<file path="src/rtl/sd_pkg.sv">
// Shared definitions for the SD card subsystem.
//   OP_READ / OP_WRITE : operation codes presented to sd_card_controller
//   SECTOR_ADDR_W      : sector address width
//   SECTOR_BYTES       : bytes per SD sector
//   arb_state_t        : sd_request_arbiter sequencer states
package sd_pkg;

  localparam logic OP_READ  = 1'b0;
  localparam logic OP_WRITE = 1'b1;

  localparam int unsigned SECTOR_ADDR_W = 26;
  localparam int unsigned SECTOR_BYTES  = 512;

  typedef enum logic [2:0] {
    ST_IDLE,
    ST_ISSUE,
    ST_WAIT_ACCEPT,
    ST_TRANSFER,
    ST_DONE
  } arb_state_t;

endpackage

</file>
<file path="src/rtl/sd_watchdog.sv">
// Load/enable/expire cycle counter.
//   clk, rst_n : clock, synchronous active-low reset
//   load       : restart the count from zero
//   en         : count this cycle
//   expire     : high during the enabled cycle that completes LIMIT counted cycles
module sd_watchdog #(
  parameter int unsigned LIMIT = 32'd4194304
) (
  input  logic clk,
  input  logic rst_n,
  input  logic load,
  input  logic en,
  output logic expire
);

  localparam int unsigned W = $clog2(LIMIT + 1);
  localparam logic [W-1:0] MAX_C  = W'(LIMIT);
  localparam logic [W-1:0] LAST_C = W'(LIMIT - 1);

  logic [W-1:0] count;

  always_ff @(posedge clk) begin
    if (!rst_n) begin
      count <= '0;
    end else if (load) begin
      count <= '0;
    end else if (en && (count != MAX_C)) begin
      count <= count + 1'b1;
    end
  end

  // Flag the last counted cycle combinationally so the owner can leave its
  // waiting state on exactly the LIMIT-th edge.
  assign expire = en && (count == LAST_C);

endmodule

</file>
<file path="src/rtl/sd_request_arbiter.sv">
// Two-port round-robin arbiter and sector sequencer in front of sd_card_controller.
//   clk, rst_n              : clock, synchronous active-low reset
//   req*/op*/sector*/wdata* : requester side inputs (port 0 and port 1)
//   gnt*/byte_stb*/done*/err*, rdata : requester side outputs
//   sd_op_code, sd_execute, sd_sector_address, sd_outgoing_byte : to the controller
//   sd_incoming_byte, sd_finished_byte, sd_finished_sector, sd_busy : from the controller
module sd_request_arbiter
  import sd_pkg::*;
#(
  parameter int unsigned BYTES_PER_SECTOR = SECTOR_BYTES,
  parameter int unsigned TIMEOUT_CYCLES   = 32'd4194304
) (
  input  logic                     clk,
  input  logic                     rst_n,
  input  logic                     req0,
  input  logic                     req1,
  input  logic                     op0,
  input  logic                     op1,
  input  logic [SECTOR_ADDR_W-1:0] sector0,
  input  logic [SECTOR_ADDR_W-1:0] sector1,
  input  logic [7:0]               wdata0,
  input  logic [7:0]               wdata1,
  output logic                     gnt0,
  output logic                     gnt1,
  output logic                     byte_stb0,
  output logic                     byte_stb1,
  output logic                     done0,
  output logic                     done1,
  output logic                     err0,
  output logic                     err1,
  output logic [7:0]               rdata,
  output logic                     sd_op_code,
  output logic                     sd_execute,
  output logic [SECTOR_ADDR_W-1:0] sd_sector_address,
  output logic [7:0]               sd_outgoing_byte,
  input  logic [7:0]               sd_incoming_byte,
  input  logic                     sd_finished_byte,
  input  logic                     sd_finished_sector,
  input  logic                     sd_busy
);

  localparam int unsigned CW = $clog2(BYTES_PER_SECTOR + 1);
  localparam logic [CW-1:0] BPS_C = CW'(BYTES_PER_SECTOR);

  arb_state_t state, state_next;

  logic          last_grant;
  logic          owner;
  logic [CW-1:0] byte_cnt, cnt_next;
  logic          byte_over, over_next;
  logic          pick, pick_valid;
  logic          wd_load, wd_en, wd_expire;
  logic          err_next;
  logic          byte_hit;

  sd_watchdog #(
    .LIMIT (TIMEOUT_CYCLES)
  ) u_watchdog (
    .clk    (clk),
    .rst_n  (rst_n),
    .load   (wd_load),
    .en     (wd_en),
    .expire (wd_expire)
  );

  // Round-robin pick: on a tie the port not granted last time wins.
  always_comb begin
    pick_valid = req0 || req1;
    if (req0 && req1) begin
      pick = ~last_grant;
    end else begin
      pick = req1;
    end
  end

  // Byte accounting including a byte finishing in this very cycle, so a
  // same-cycle final byte and sector end compare the updated count.
  // The count saturates at the sector size; the overflow flag keeps the
  // excess visible as a mismatch.
  always_comb begin
    byte_hit  = (state == ST_TRANSFER) && sd_finished_byte;
    cnt_next  = byte_cnt;
    over_next = byte_over;
    if (byte_hit) begin
      if (byte_cnt == BPS_C) begin
        over_next = 1'b1;
      end else begin
        cnt_next = byte_cnt + 1'b1;
      end
    end
  end

  always_comb begin
    state_next = state;
    wd_load    = 1'b0;
    wd_en      = 1'b0;
    err_next   = 1'b0;
    case (state)
      ST_IDLE: begin
        if (!sd_busy && pick_valid) begin
          state_next = ST_ISSUE;
          wd_load    = 1'b1;
        end
      end
      ST_ISSUE: begin
        state_next = ST_WAIT_ACCEPT;
      end
      ST_WAIT_ACCEPT: begin
        wd_en = 1'b1;
        if (wd_expire) begin
          state_next = ST_DONE;
          err_next   = 1'b1;
        end else if (sd_busy) begin
          state_next = ST_TRANSFER;
        end
      end
      ST_TRANSFER: begin
        wd_en = 1'b1;
        if (sd_finished_sector) begin
          state_next = ST_DONE;
          err_next   = over_next || (cnt_next != BPS_C);
        end else if (wd_expire) begin
          state_next = ST_DONE;
          err_next   = 1'b1;
        end
      end
      ST_DONE: begin
        state_next = ST_IDLE;
      end
      default: begin
        state_next = ST_IDLE;
      end
    endcase
  end

  always_ff @(posedge clk) begin
    if (!rst_n) begin
      state             <= ST_IDLE;
      last_grant        <= 1'b1;
      owner             <= 1'b0;
      byte_cnt          <= '0;
      byte_over         <= 1'b0;
      gnt0              <= 1'b0;
      gnt1              <= 1'b0;
      byte_stb0         <= 1'b0;
      byte_stb1         <= 1'b0;
      done0             <= 1'b0;
      done1             <= 1'b0;
      err0              <= 1'b0;
      err1              <= 1'b0;
      rdata             <= '0;
      sd_op_code        <= OP_READ;
      sd_execute        <= 1'b0;
      sd_sector_address <= '0;
    end else begin
      state      <= state_next;
      sd_execute <= (state == ST_ISSUE);
      byte_stb0  <= byte_hit && !owner;
      byte_stb1  <= byte_hit && owner;
      done0      <= (state_next == ST_DONE) && !owner;
      done1      <= (state_next == ST_DONE) && owner;
      err0       <= (state_next == ST_DONE) && !owner && err_next;
      err1       <= (state_next == ST_DONE) && owner && err_next;
      if (byte_hit) begin
        rdata <= sd_incoming_byte;
      end

      if ((state == ST_IDLE) && (state_next == ST_ISSUE)) begin
        owner             <= pick;
        gnt0              <= !pick;
        gnt1              <= pick;
        sd_op_code        <= pick ? op1 : op0;
        sd_sector_address <= pick ? sector1 : sector0;
        byte_cnt          <= '0;
        byte_over         <= 1'b0;
      end else begin
        byte_cnt  <= cnt_next;
        byte_over <= over_next;
      end

      if (state == ST_DONE) begin
        gnt0       <= 1'b0;
        gnt1       <= 1'b0;
        last_grant <= owner;
      end
    end
  end

  // Write data path is combinational from the owner's wdata; forced to zero
  // while nothing is granted so reset leaves every output low.
  always_comb begin
    sd_outgoing_byte = '0;
    if (gnt0 || gnt1) begin
      sd_outgoing_byte = owner ? wdata1 : wdata0;
    end
  end

endmodule
</file>
<file path="config.mk">
export PLATFORM = sky130hd
export DESIGN_NAME = sd_request_arbiter
export DESIGN_NICKNAME = d
export VERILOG_FILES = /design/src/rtl/sd_pkg.sv /design/src/rtl/sd_watchdog.sv /design/src/rtl/sd_request_arbiter.sv
export SDC_FILE = /design/constraint.sdc
export NUM_CORES = 1
export LEC_CHECK = 0
export ABC_AREA = 1
export CAP_MARGIN = 5
export CELL_PAD_IN_SITES_DETAIL_PLACEMENT = 0
export CELL_PAD_IN_SITES_GLOBAL_PLACEMENT = 2
export CORE_MARGIN = 8
export CORE_UTILIZATION = 24
export CTS_CLUSTER_SIZE = 16
export DETAILED_ROUTE_END_ITERATION = 12
export PLACE_DENSITY_LB_ADDON = 0.12
export SETUP_SLACK_MARGIN = 0.05
export SLEW_MARGIN = 10
export SYNTH_ARGS = -nofsm -noshare
export SYNTH_HDL_FRONTEND = slang
export SYNTH_HIERARCHICAL = 1
export SYNTH_SLANG_ARGS = --single-unit
</file>
<file path="constraint.sdc">
create_clock -name clk -period 2.25 [get_ports clk]
set_input_delay 0.45 -clock clk [delete_from_list [all_inputs] [get_ports clk]]
set_output_delay 0.45 -clock clk [all_outputs]
set_load 0.05 [all_outputs]
</file>
==> results <==
## cell usage after synthesis, types with 5 or more instances
master	instances
buf_2	5
nor3_1	5
xor2_1	5
nand3_2	5
inv_1	67
dfxtp_1	83
nand3_1	33
nor2_2	14
a21oi_1	43
clkbuf_1	9
nand2_1	208
nor2_4	5
a22oi_1	15
nor2_1	73
nand4_1	12
a31oi_1	12
## what timing repair did
action / 4_1_cts / 5_1_grt
setup endpoints to repair: 0 / 2
resized for setup: 0 / 5
hold endpoints to repair: 0 / 0
## worst max-delay path by stage
stage / start / to / slack [ps]
after global placement: sd_finished_byte / err1 / 130
after floorplan: gnt1 / sd_outgoing_byte[0] / 140
final: gnt1 / gnt1 / 240
after CTS: gnt1 / gnt1 / 190
after detailed placement: sd_finished_byte / err0 / 150
after global routing: u_watchdog/count[0] / err1 / 70
## layer usage
layer,global-route usage,vias up
met2,0.2251,108
met5,0,-
met3,0.07093,19
met4,0.05297,2
met1,0.1524,2088
li1,-,2326
## flip-flops by register name (all words and copies together), names as in the netlist, 3 cells and up
signal	count
u_watchdog/count	23
state	3
byte_cnt	10
rdata	8
sd_sector_address	26
## cell type report
| cell class | count | area, um2 | area share |
|---|---|---|---|
| Sequential cell | 83 | 1664 | 0.2596 |
| Clock buffer | 9 | 225.2 | 0.03514 |
| Antenna cell | 2 | 5.005 | 0.0007808 |
| Inverter | 72 | 270.3 | 0.04216 |
| Tap cell | 229 | 286.5 | 0.04470 |
| Clock inverter | 7 | 81.33 | 0.01269 |
| Multi-Input combinational cell | 465 | 2271 | 0.3543 |
| Timing Repair Buffer | 153 | 1607 | 0.2506 |
## metrics by stage
| stage | util | worst slack, ps |
|---|---|---|
| 2_1_floorplan | - | 144.8 |
| 3_3_place_gp | 0.3410 | 133.6 |
| 3_5_place_dp | 0.3410 | 150.6 |
| 4_1_cts | 0.3582 | 194.9 |
| 5_1_grt | 0.3593 | 71.16 |
| 6_report | 0.3593 | 241.8 |
## power by group through the flow
stage	Sequential (mW)	Combinational (mW)	Clock, mW
finish	1.55	0.794	1.55
global route	1.56	0.857	1.69
CTS	1.55	0.806	1.63
detailed placement	1.59	0.804	0
global placement	1.58	0.803	0
floorplan	1.73	0.272	0
## logic make-up (layout without fill, tap and decap cells)
logic type,after synthesis,count (layout),share of synthesized area
and+or+nand+nor,369,369,0.3784
buffers and inverters,94,241,0.09424
AOI/OAI and AO/OA,83,83,0.1136
DFF,83,83,0.3839
xor gates and xnor gates,9,9,0.01821
adders and majority gates,4,4,0.01156
other,0,2,0
## worst reg2reg max path, delay by kind of cell, from the launching register on
family | cells | cell delay [ps]
and+or+nand+nor | 12 | 1250
DFF | 1 | 360
adders and majority gates | 1 | 210
buffers and inverters | 1 | 60
==> results.yml <==
grt:
  grt_max_degree: 37
  grt_pass1_wl_um: 24340
  grt_usage: 0.1389
  grt_pass1_vias: 4663
  grt.overflow.total: 0
  antenna_found_initial: 3
setup_path:
  slowest_stage: "clkdlybuf4s50_1"
  critPathTopFamily: "buffers and inverters"
  crit_buf_inv: 1
  worst_setup_path_end_kind: "primary output"
  critPathArrivalTime_ps: 1560
  r2r_slack_ps: 320
  cp-start-kind: "flip-flop"
  cp_max_fo: 3
  rr_worst_depth: 14
  regToRegEndpoint: "err0"
  worst-path-stages: 1
  crit_chain: "clkdlybuf4s50_1"
  cpPeakStageDelay_ps: 850
  cp.required_ps: 1800
  worstSetupPathType: "flip-flop to primary output"
  r2r-start: "u_watchdog/count[0]"
die:
  die_x_um: 150.3
  die_area_um2: 22590
  ioPinCount: 137
  core_area_um2: 17840
  die_h_um: 150.3
  fp-row-count: 49
  start_util: 0.2426
timing:
  min_period_ps: 2008
  final.setup.tns_ps: 0
  hold_slack_ps: 472.4
  relSlewSlack: 0.5937
  worstMarginPinSlew_ps: 607.6
  rsz0062_at_grt: "no"
  finalSetupViolCount: 0
  fmax_mhz: 498.0
  fin_crit_sh: 0.8925
  hold_viol: 0
  finClkSkew_ps: 8.736
  final_max_slew_viol_count: 0
logic_synthesis:
  synthArstFlopShare: 0
  synth_area_um2: 4328
  netlist_top_cells_area: "dfxtp_1 38%, nand2_1 18%, nor2_1 6.3%"
  yosysTopAreaCell: "dfxtp_1"
  ys_ff_latch: 83
  yosysWarnings: 6
  synth_edf_count: 0
  synthCells: 642
  syn_avg_cell_area_um2: 6.741
  syn_nets: 731
  synth-main-ff-cell: "dfxtp_1"
  synth_top_area_share: 0.3839
  yosysSeqAreaShare: 0.3839
  ys_types: 37
power_and_ir_drop:
  p_leak_nw: 2.488
  power.density_nw_per_um2: 608.0
  p_sw_mw: 1.159
  seqPwrFrac: 0.399
  worst_ir_drop_vdd_v: 0.0003508
  switching_share: 0.2975
  pwr-share-clk: 0.397
  power.internal_mw: 2.738
  power_mw: 3.897
  combPwrFrac: 0.204
drt:
  viasPerCell: 4.454
  dr_wl_met3_um: 1300
  top_layer: "met5"
  first_pass_iters: 4
  drt-met1-wl_um: 6144
  vias: 4543
  met2WireLength_um: 7399
  wl_per_cell_um: 14.87
  drt_iter0_drc: 199
  antenna_left: 0
  drc: 0
  wl_um: 15160
layout:
  layout-drive-gt1-share: 0.1077
  mostFrequentLayoutCells: "208 x nand2_1, 128 x clkdlybuf4s50_1, 81 x dfxtp_1, 73 x nor2_1, 67 x inv_1"
  nets: 873
  layout_commonest_cell: "nand2_1"
  final_area_um2: 6410
  stdcell_count: 1020
  fill_cells: 1878
  syn_to_final_growth_pct: 48.11
place:
  placedInstanceArea_um2: 6083
  gp_congestion: 0.7817
  dp_cells: 1002
  port_buffers: 136
  hpwlAfterDp_um: 11610
clock_tree:
  numClockSinks: 83
  cts.path.max_buffers: 2
  htreeDepth: 3
  cts_buffers: 9
  cts_tree: "done"
  postCtsSetupBuffers: 0
  holdBufCountCts: 0
  cts.clk_slew.worst_paths_ps: 70
  cts-root-buf: "clkbuf_16"
  clk_latency_ps: 340
min_path:
  hold_path_startpoint: "rdata[4]"
  min_to: "rdata[4]"
  min_path_cells: 2
  min_path_type: "flip-flop to flip-flop"
run:
  maxCapViolCount: 0
status:
  status: "completed"
Power figures use the tool's default switching activity.
